## config.mk

```make
export PLATFORM = sky130hd
export DESIGN_NAME = enigma_rotor_stage
export DESIGN_NICKNAME = d
export VERILOG_FILES = /design/src/rtl/enigma_rotor_stage.sv
export SDC_FILE = /design/constraint.sdc
export NUM_CORES = 1
export LEC_CHECK = 0
export ABC_CLOCK_PERIOD_IN_PS = 10850
export CAP_MARGIN = 40
export CORE_AREA = 2 2 219 221
export CTS_BUF_LIST = sky130_fd_sc_hd__clkbuf_4 sky130_fd_sc_hd__clkbuf_8
export DETAILED_ROUTE_END_ITERATION = 8
export DIE_AREA = 0 0 221 223
export PLACE_DENSITY = 0.57
export SLEW_MARGIN = 0
export SYNTH_ARGS = -nofsm -noshare
export SYNTH_HDL_FRONTEND = slang
export SYNTH_SLANG_ARGS = --single-unit
```

## constraint.sdc

```tcl
create_clock -name clk -period 10.85 [get_ports clk]
set_input_delay 1.6275 -clock clk [delete_from_list [all_inputs] [get_ports clk]]
set_output_delay 1.6275 -clock clk [all_outputs]
set_load 0.01 [all_outputs]
```

## src/rtl/enigma_rotor_stage.sv

```systemverilog
// One Enigma rotor: loadable forward/inverse wiring, ring setting, stepping
// position with turnover notch, and a 2-stage valid/ready substitution pipeline.
module enigma_rotor_stage #(
    parameter int ALPHA     = 26,
    parameter int W         = 5,
    parameter int NOTCH_RST = 16
) (
    input  logic         clk,
    input  logic         rst,
    input  logic         cfg_we,
    input  logic [W-1:0] cfg_addr,
    input  logic [W-1:0] cfg_data,
    input  logic         cfg_set,
    input  logic [W-1:0] cfg_pos,
    input  logic [W-1:0] cfg_ring,
    input  logic [W-1:0] cfg_notch,
    input  logic         step_in,
    output logic         carry_out,
    output logic [W-1:0] pos,
    input  logic         in_valid,
    output logic         in_ready,
    input  logic         in_dir,
    input  logic [W-1:0] in_data,
    output logic         out_valid,
    input  logic         out_ready,
    output logic         out_dir,
    output logic [W-1:0] out_data
);

    localparam logic [W:0] ALPHA_X = (W+1)'(ALPHA);

    function automatic logic [W-1:0] mod_add(input logic [W-1:0] a, input logic [W-1:0] b);
        logic [W:0] s;
        s = {1'b0, a} + {1'b0, b};
        if (s >= ALPHA_X) s = s - ALPHA_X;
        return s[W-1:0];
    endfunction

    function automatic logic [W-1:0] mod_sub(input logic [W-1:0] a, input logic [W-1:0] b);
        logic [W:0] s;
        s = {1'b0, a} - {1'b0, b};
        if (a < b) s = s + ALPHA_X;
        return s[W-1:0];
    endfunction

    function automatic logic [W-1:0] mod_reduce(input logic [W-1:0] v);
        logic [W:0] s;
        s = {1'b0, v};
        if (s >= ALPHA_X) s = s - ALPHA_X;
        return s[W-1:0];
    endfunction

    logic [W-1:0] fwd_q [ALPHA];
    logic [W-1:0] inv_q [ALPHA];

    logic [W-1:0] pos_q, pos_d, ring_q, ring_d, notch_q, notch_d;
    logic         carry_q, carry_d;

    logic         s1_valid_q, s1_dir_q, s1_byp_q;
    logic [W-1:0] s1_data_q, s1_off_q;
    logic         s1_byp_d;
    logic [W-1:0] s1_data_d, s1_off_d;

    logic         out_valid_q, out_dir_q;
    logic [W-1:0] out_data_q, out_data_d;
    logic [W-1:0] t_fwd, t_inv;
    logic         adv1, adv2, cfg_ok;

    assign adv2      = !out_valid_q || out_ready;
    assign adv1      = !s1_valid_q || adv2;
    assign in_ready  = adv1;
    assign cfg_ok    = cfg_we && ({1'b0, cfg_addr} < ALPHA_X) && ({1'b0, cfg_data} < ALPHA_X);

    assign carry_out = carry_q;
    assign pos       = pos_q;
    assign out_valid = out_valid_q;
    assign out_dir   = out_dir_q;
    assign out_data  = out_data_q;

    // cfg_set has priority over step_in and suppresses the carry
    always_comb begin
        pos_d   = pos_q;
        ring_d  = ring_q;
        notch_d = notch_q;
        carry_d = 1'b0;
        if (cfg_set) begin
            pos_d   = mod_reduce(cfg_pos);
            ring_d  = mod_reduce(cfg_ring);
            notch_d = mod_reduce(cfg_notch);
        end else if (step_in) begin
            pos_d   = mod_add(pos_q, W'(1));
            carry_d = (pos_q == notch_q);
        end
    end

    always_comb begin
        s1_off_d  = mod_sub(pos_q, ring_q);
        s1_byp_d  = ({1'b0, in_data} >= ALPHA_X);
        s1_data_d = s1_byp_d ? in_data : mod_add(in_data, s1_off_d);
    end

    always_comb begin
        t_fwd = '0;
        t_inv = '0;
        for (int unsigned k = 0; k < ALPHA; k++) begin
            if (s1_data_q == W'(k)) begin
                t_fwd = fwd_q[k];
                t_inv = inv_q[k];
            end
        end
        out_data_d = s1_byp_q ? s1_data_q : mod_sub(s1_dir_q ? t_inv : t_fwd, s1_off_q);
    end

    always_ff @(posedge clk or posedge rst) begin
        if (rst) begin
            for (int unsigned k = 0; k < ALPHA; k++) begin
                fwd_q[k] <= W'(k);
                inv_q[k] <= W'(k);
            end
        end else if (cfg_ok) begin
            for (int unsigned k = 0; k < ALPHA; k++) begin
                if (cfg_addr == W'(k)) fwd_q[k] <= cfg_data;
                if (cfg_data == W'(k)) inv_q[k] <= cfg_addr;
            end
        end
    end

    always_ff @(posedge clk or posedge rst) begin
        if (rst) begin
            pos_q   <= '0;
            ring_q  <= '0;
            notch_q <= W'(NOTCH_RST);
            carry_q <= 1'b0;
        end else begin
            pos_q   <= pos_d;
            ring_q  <= ring_d;
            notch_q <= notch_d;
            carry_q <= carry_d;
        end
    end

    always_ff @(posedge clk or posedge rst) begin
        if (rst) begin
            s1_valid_q  <= 1'b0;
            s1_dir_q    <= 1'b0;
            s1_byp_q    <= 1'b0;
            s1_data_q   <= '0;
            s1_off_q    <= '0;
            out_valid_q <= 1'b0;
            out_dir_q   <= 1'b0;
            out_data_q  <= '0;
        end else begin
            if (adv1) begin
                s1_valid_q <= in_valid;
                if (in_valid) begin
                    s1_dir_q  <= in_dir;
                    s1_byp_q  <= s1_byp_d;
                    s1_data_q <= s1_data_d;
                    s1_off_q  <= s1_off_d;
                end
            end
            if (adv2) begin
                out_valid_q <= s1_valid_q;
                if (s1_valid_q) begin
                    out_dir_q  <= s1_dir_q;
                    out_data_q <= out_data_d;
                end
            end
        end
    end

endmodule

```

==> key figures, run 1 <==
Detailed routing
  • Routed WL: 50300 um
  • Final ANT Viol Nets: 0
  • Residual DRC: 0
  • WL/cell: 23.5 um
  • Vias/cell: 5.69
  • Routed vias: 12200
  • Drt pass-1 iters: 5
  • DR iter-0 viols: 952

Global routing
  • Number of global-route vias before repair: 12700
  • Largest net degree at the start of global routing: 160
  • GRT Total Usage: 0.203
  • Initial antenna violation count: 1
  • Global-route wire length before repair: 78000 um
  • Gr ovfl total: 0

Clock network
  • Reg clk slew, reported paths: 60 ps
  • CTS Buffer Depth: 3
  • Clock Latency Late Sink: 650 ps
  • Clock sink count: 296
  • CTS tree: done
  • Hold buffer count at CTS: 0
  • H-tree lvl count: 2
  • Post-CTS Setup Repair Bufs: 0
  • Post-CTS Resized: 0
  • Total CTS buffers: 53
  • Root Buffer: clkbuf_8

STA
  • Final Max Tran Viols: 0
  • Final setup skew: 30.6 ps
  • Setup tns final: 0 ps
  • Hold slack: 478 ps
  • Slew headroom: 0.366
  • Final setup fails: 0
  • Final-report hold violation count: 0
  • Final worst-path cycle share: 0.517
  • Least-Margin Pin Slew: 951 ps
  • Fmax: 0.178 GHz
  • Post-layout min period: 5610 ps
  • Unrepaired setup endpoints after global routing: false
  • Final WS setup: 5240 ps

Floorplanning
  • DIE AREA: 49300 um2
  • Die H: 223 um
  • Die width: 221 um
  • IO Count: 52
  • Initial Util: 0.345
  • Row count: 80
  • Core area: 47100 um2

Synth
  • Top_reg_cell synth: dfrtp_1
  • Seq cells post-synth: 296
  • Area leader, netlist: dfrtp_1
  • Asr flop ratio synth: 1.00
  • Synth top area cells: dfrtp_1 28%, mux2_2 19%, dfstp_2 19%
  • Synth warnings: 0
  • Cell with the most instances after synthesis: mux2_2
  • Synth Cell Area: 16300 um2
  • Seq/Total Area, Yosys: 0.464
  • Syn nets: 1522
  • Post-Syn Area per Cell: 11.2 um2
  • Post-synth top cells: 277 x mux2_2, 181 x dfrtp_1, 115 x dfstp_2, 77 x nor2_1, 70 x o21ai_0
  • Post-synthesis cell type count: 92
  • Syn Inst Count: 1457
  • Synth top area share: 0.278
  • Post-synth EDFFs: 0

Setup path
  • Worst path bufs/invs: 1
  • Critical path fanouts, max: 56
  • Required time of the critical path: 11370 ps
  • Crit-path cells: buf_4 > and2_1 > a31oi_1 > o22ai_1 > or4_1 > o2111ai_1 > a221oi_1 > ha_1 > nor2b_1 > o21ai_0 > a21oi_1 > or2_2 > o311ai_0 > nand3b_1
  • Worst Setup Start Kind: flop
  • Crit Path Class: flop to flop
  • CP endpoint kind: flop
  • Slowest CP cell: dfrtp_4
  • Top delay family on crit path: compound AO/OA/AOI/OAI gates
  • CP Data Arrival Time: 6130 ps
  • CP max stage delay: 870 ps

Min path
  • Worst Hold Class: flop to flop

Place
  • GPL Wtd Cong: 0.911
  • DP Worst Slack: 5280 ps
  • Post-Place Cells: 2044
  • PortBufs: 51
  • Post-placement cell area: 17300 um2
  • Hpwl dp: 33400 um

Power
  • Max IR drop VDD: 0.122 mV
  • Pwr per Cell Area: 237 nW/um2
  • Leak: 7.53 nW

Final layout
  • Layout cells sized above 1: 0.363
  • Area grow syn2layout: 13.3%
  • Design area: 18500 um2
  • Post-layout nets: 1549
  • Post-Layout Cell Count: 2143

Outcome
  • Status: complete, no violations

Run
  • Max-cap violations: 0
## kinds of logic (layout without fill, tap and decap cells)
kind of cell	count (synthesis)	after routing	share of synthesized area
compound gates	319	319	0.132
flops	296	296	0.464
simple gates	334	334	0.112
fa+ha+maj	27	27	0.0221
other cells	0	1	0
xor+xnor	20	20	0.0108
buf+inv	144	214	0.0411
mux	317	317	0.219
## final timing paths
kind,slack [ps],startpoint,to,cells past startpoint
worst max-delay path,5240,s1_data_q[1]$_DFFE_PP0P_,out_data[4]$_DFFE_PP0P_,14
worst min-delay path,480,out_data[1]$_DFFE_PP0P_,out_data[1]$_DFFE_PP0P_,2
worst max register to register,5240,s1_data_q[1]$_DFFE_PP0P_,out_data[4]$_DFFE_PP0P_,14
worst min register to register,480,out_data[1]$_DFFE_PP0P_,out_data[1]$_DFFE_PP0P_,2
max in group asynchronous,8340,rst,fwd_q[32]$_DFFE_PP0P_,3
min in group asynchronous,1350,rst,inv_q[89]$_DFFE_PP0P_,2
## layout by cell type (no fill, tap or decap), types with 36 or more instances in the layout
cell type and count:
inv_1 38, dfstp_2 115, dfrtp_1 178, clkbuf_8 67
clkdlybuf4s50_1 51, nand2_1 68, mux2_2 277, o21ai_0 70
nor2_1 77, a21oi_1 66, mux2i_1 36
## registers in the layout (all words and copies together) (netlist names), 5 cells and up
name / count
s1_off_q: 5
s1_data_q: 5
ring_q: 5
fwd_q: 130
pos: 5
notch_q: 5
out_data: 5
inv_q: 130
## power breakdown
part           internal, mW  switching, mW
Combinational         0.689          0.965
Sequential             1.38          0.209
Clock                 0.648          0.489
Total                  2.72           1.66
## worst min-delay path: cells and delay by family (launching register included)
kind / cells / cell delay (ps)
AOI/OAI and AO/OA: 1 / 60
DFF: 1 / 340
and+or+nand+nor: 1 / 50
## per-layer routing
layer	wire (um)	global-route usage
met5	0	0
met4	1710	0.0779
met3	2930	0.0379
met2	23200	0.322
met1	22400	0.274
## area by class of cell
class,count,area [um2]
Multi-Input combinational cell,1017,8060
Timing Repair Buffer,75,732
Antenna cell,1,2.50
Clock buffer,87,1070
Clock inverter,11,92.6
Fill cell,4541,28700
Inverter,41,161
Tap cell,615,769
Sequential cell,296,7560
## through the flow
stage | total power [mW] | util
floorplan | 2.74 | -
global placement | 3.19 | 0.365
detailed placement | 3.23 | 0.367
CTS | 4.38 | 0.391
global route | 4.63 | 0.391
finish | 4.38 | 0.391
(Power assumes the default switching activity.)
==> run 2: changes to the inputs <==
--- a/config.mk
+++ b/config.mk
@@ -5,7 +5,7 @@
 export SDC_FILE = /design/constraint.sdc
 export NUM_CORES = 1
 export LEC_CHECK = 0
-export ABC_CLOCK_PERIOD_IN_PS = 10850
+export ABC_CLOCK_PERIOD_IN_PS = 5550
 export CAP_MARGIN = 40
 export CORE_AREA = 2 2 219 221
 export CTS_BUF_LIST = sky130_fd_sc_hd__clkbuf_4 sky130_fd_sc_hd__clkbuf_8
==> constraint.sdc (replaced) <==
create_clock -name clk -period 5.55 [get_ports clk]
set_input_delay 0.8325 -clock clk [delete_from_list [all_inputs] [get_ports clk]]
set_output_delay 0.8325 -clock clk [all_outputs]
set_load 0.01 [all_outputs]
==> run 2 against run 1 <==
Sequential power rose by 100%. Global-route usage rose by 0.11 points. Via count fell by 0.11%. First-iteration DRC count rose by 22%. Largest power group unchanged. Sequential share of layout area fell by 0.31 points. Register-to-register slack got worse by 4600 ps. Clock skew fell by 11 ps. Power rose by 97%. Design area rose by 0.75%. Utilization rose by 0.29 points. Largest cell class unchanged. Final cell count rose by 0.61%. Sequential cell count did not move.
==> key figures, run 2 (synthesis gave the netlist of run 1 again) <==
Outcome
  • Status: complete, no violations

Setup path
  • CP Data Arrival Time: 5390 ps (-740 ps)
  • Crit Path Class: flop to flop
  • Worst Setup Start Kind: flop
  • Origin of the critical flop-to-flop path: s1_data_q[4]$_DFFE_PP0P_
  • CP endpoint kind: flop
  • Crit path to: out_data[4]$_DFFE_PP0P_
  • Required time of the critical path: 6030 ps (-5340 ps)
  • Critical path fanouts, max: 21 (-63%)
  • Reg2reg setup slack: 640 ps (-4600 ps)
  • Critical path origin: s1_data_q[4]$_DFFE_PP0P_
  • CP max stage delay: 780 ps (-90 ps)
  • Slowest CP cell: dfrtp_1
  • R2R Path End: out_data[4]$_DFFE_PP0P_
  • Reg2Reg Depth: 14 (unchanged)
  • Crit-path cells: buf_4 > nor2b_1 > a22oi_1 > nor3_1 > or4_1 > o2111ai_1 > a221oi_1 > ha_1 > nor2b_1 > o21ai_0 > a21oi_1 > or2_2 > o311ai_0 > nand3b_1
  • CP most frequent cell: nor2b_1

Power
  • Leak: 7.63 nW (+1.3%)
  • Max IR drop VDD: 0.206 mV (+69%)
  • Pwr per Cell Area: 465 nW/um2 (+96%)

Clock network
  • CTS Buffer Depth: 3 (unchanged)
  • Total CTS buffers: 52 (-1.9%)
  • Reg clk slew, reported paths: 60 ps (about the same)
  • Hold buffer count at CTS: 0 (unchanged)
  • H-tree lvl count: 2 (unchanged)
  • Post-CTS Setup Repair Bufs: 0 (unchanged)
  • CTS tree: done
  • Clock sink count: 296 (unchanged)
  • Root Buffer: clkbuf_8
  • Clock Latency Late Sink: 610 ps (-40 ps)
  • Post-CTS Resized: 0 (unchanged)

Place
  • GPL Wtd Cong: 0.963 (+5.7%)
  • Post-Place Cells: 2059 (+0.73%)
  • Hpwl dp: 35700 um (+6.7%)
  • PortBufs: 51 (unchanged)

STA
  • Least-Margin Pin Slew: 913 ps (-38.1 ps)
  • Final Max Tran Viols: 0 (unchanged)
  • Unrepaired setup endpoints after global routing: false
  • Final-report hold violation count: 0 (unchanged)
  • Setup tns final: 0 ps (unchanged)
  • Post-layout min period: 4910 ps (-700 ps)
  • Fmax: 0.204 GHz (+14%)
  • Slew headroom: 0.390 (+0.0241)
  • Final setup fails: 0 (unchanged)
  • Final worst-path cycle share: 0.885 (+0.368)
  • Final setup skew: 19.7 ps (-10.9 ps)

Global routing
  • Met3 Use GR: 0.0309 (-0.00698)
  • GRT Total Usage: 0.204 (+0.00109)
  • Met1 Use GR: 0.292 (+0.0181)
  • Global-route wire length before repair: 77600 um (-0.43%)
  • Initial antenna violation count: 1 (unchanged)
  • Most Used Layer, Global Route: met2
  • Number of global-route vias before repair: 12200 (-3.7%)
  • Largest net degree at the start of global routing: 136 (-15%)
  • Met2 usage: 0.311 (-0.0111)
  • Gr ovfl total: 0 (unchanged)

Detailed routing
  • Routed WL: 50700 um (+0.80%)
  • WL/cell: 23.5 um (+0.19%)
  • Vias/cell: 5.65 (-0.71%)
  • Routed vias: 12200 (-0.11%)
  • Drt pass-1 iters: 6 (+1)
  • DR iter-0 viols: 1161 (+22%)
  • Residual DRC: 0 (unchanged)
  • Final ANT Viol Nets: 0 (unchanged)

Floorplanning
  • DIE AREA: 49300 um2 (unchanged)
  • Core area: 47100 um2 (unchanged)
  • Die width: 221 um (unchanged)
  • Row count: 80 (unchanged)
  • Initial Util: 0.345 (unchanged)
  • Die H: 223 um (unchanged)
  • IO Count: 52 (unchanged)

Final layout
  • Layout cells sized above 1: 0.369 (+0.00537)
  • Top Registers: fwd_q x130, inv_q x130
  • Post-layout nets: 1563 (+0.90%)
  • Area grow syn2layout: 14.2%
  • Util after Layout: 0.394 (+0.00295)
  • Most common cell after layout, fill and taps aside: mux2_2
  • Highest-count cells in the layout ignoring fill and taps: 277 x mux2_2, 178 x dfrtp_1, 115 x dfstp_2
  • Post-Layout Cell Count: 2156 (+0.61%)

Min path
  • Worst Hold Class: flop to flop
  • Hold Crit Depth: 2 (unchanged)

Run
  • Max-cap violations: 0 (unchanged)
[run 2: changes by cell type in the layout (fill, tap and decap cells not counted), sizes merged]
cell,change
inv,-1
buf,+16
clkdlybuf4s15,-1
clkinvlp,-4
clkbuf,-3
bufinv,+2
clkinv,+4
[run 2: metrics by stage]
stage / power (mW) / hold WS, ps / worst slack [ps] / instance area (um2)
after detailed placement: 6.38 / 469 / 689 / 17400
after floorplan: 5.35 / 450 / 880 / 16300
after global routing: 9.12 / 496 / 275 / 18600
after global placement: 6.31 / 467 / 689 / 17400
after CTS: 8.66 / 482 / 653 / 18600
final: 8.65 / 475 / 640 / 18600
[run 2: cell type report]
class | instances | area [um2]
Antenna cell | 1 | 2.50
Clock buffer | 84 | 1030
Clock inverter | 12 | 135
Fill cell | 4555 | 28600
Inverter | 41 | 158
Multi-Input combinational cell | 1017 | 8060
Sequential cell | 296 | 7560
Tap cell | 615 | 769
Timing Repair Buffer | 90 | 873
[run 2: metal layers]
metal  up-vias  routed length (um)
li1       5446                   -
met1      6177               23300
met2       463               22700
met3       101                3070
met4         0                1650
met5         -                   0
[run 2: where the power goes]
part	switching (mW)	internal, mW
Sequential	0.477	2.70
Clock	0.919	1.31
Combinational	1.84	1.40
[run 2: worst min-delay path by stage]
stage | slack (ps) | start | to
global route | 500 | out_data[0]$_DFFE_PP0P_ | out_data[0]$_DFFE_PP0P_
global placement | 470 | out_data[1]$_DFFE_PP0P_ | out_data[1]$_DFFE_PP0P_
finish | 470 | out_data[0]$_DFFE_PP0P_ | out_data[0]$_DFFE_PP0P_
CTS | 480 | out_data[0]$_DFFE_PP0P_ | out_data[0]$_DFFE_PP0P_
floorplan | 450 | s1_off_q[1]$_DFFE_PP0P_ | s1_off_q[1]$_DFFE_PP0P_
detailed placement | 470 | out_data[0]$_DFFE_PP0P_ | out_data[0]$_DFFE_PP0P_
[run 2: worst max-delay path: cells and delay by family, from the launching register on]
family	cells	cell delay, ps
adders and majority gates	1	350
DFF	1	780
buffers and inverters	1	360
and+or+nand+nor	6	1450
AOI/OAI and AO/OA	6	1820
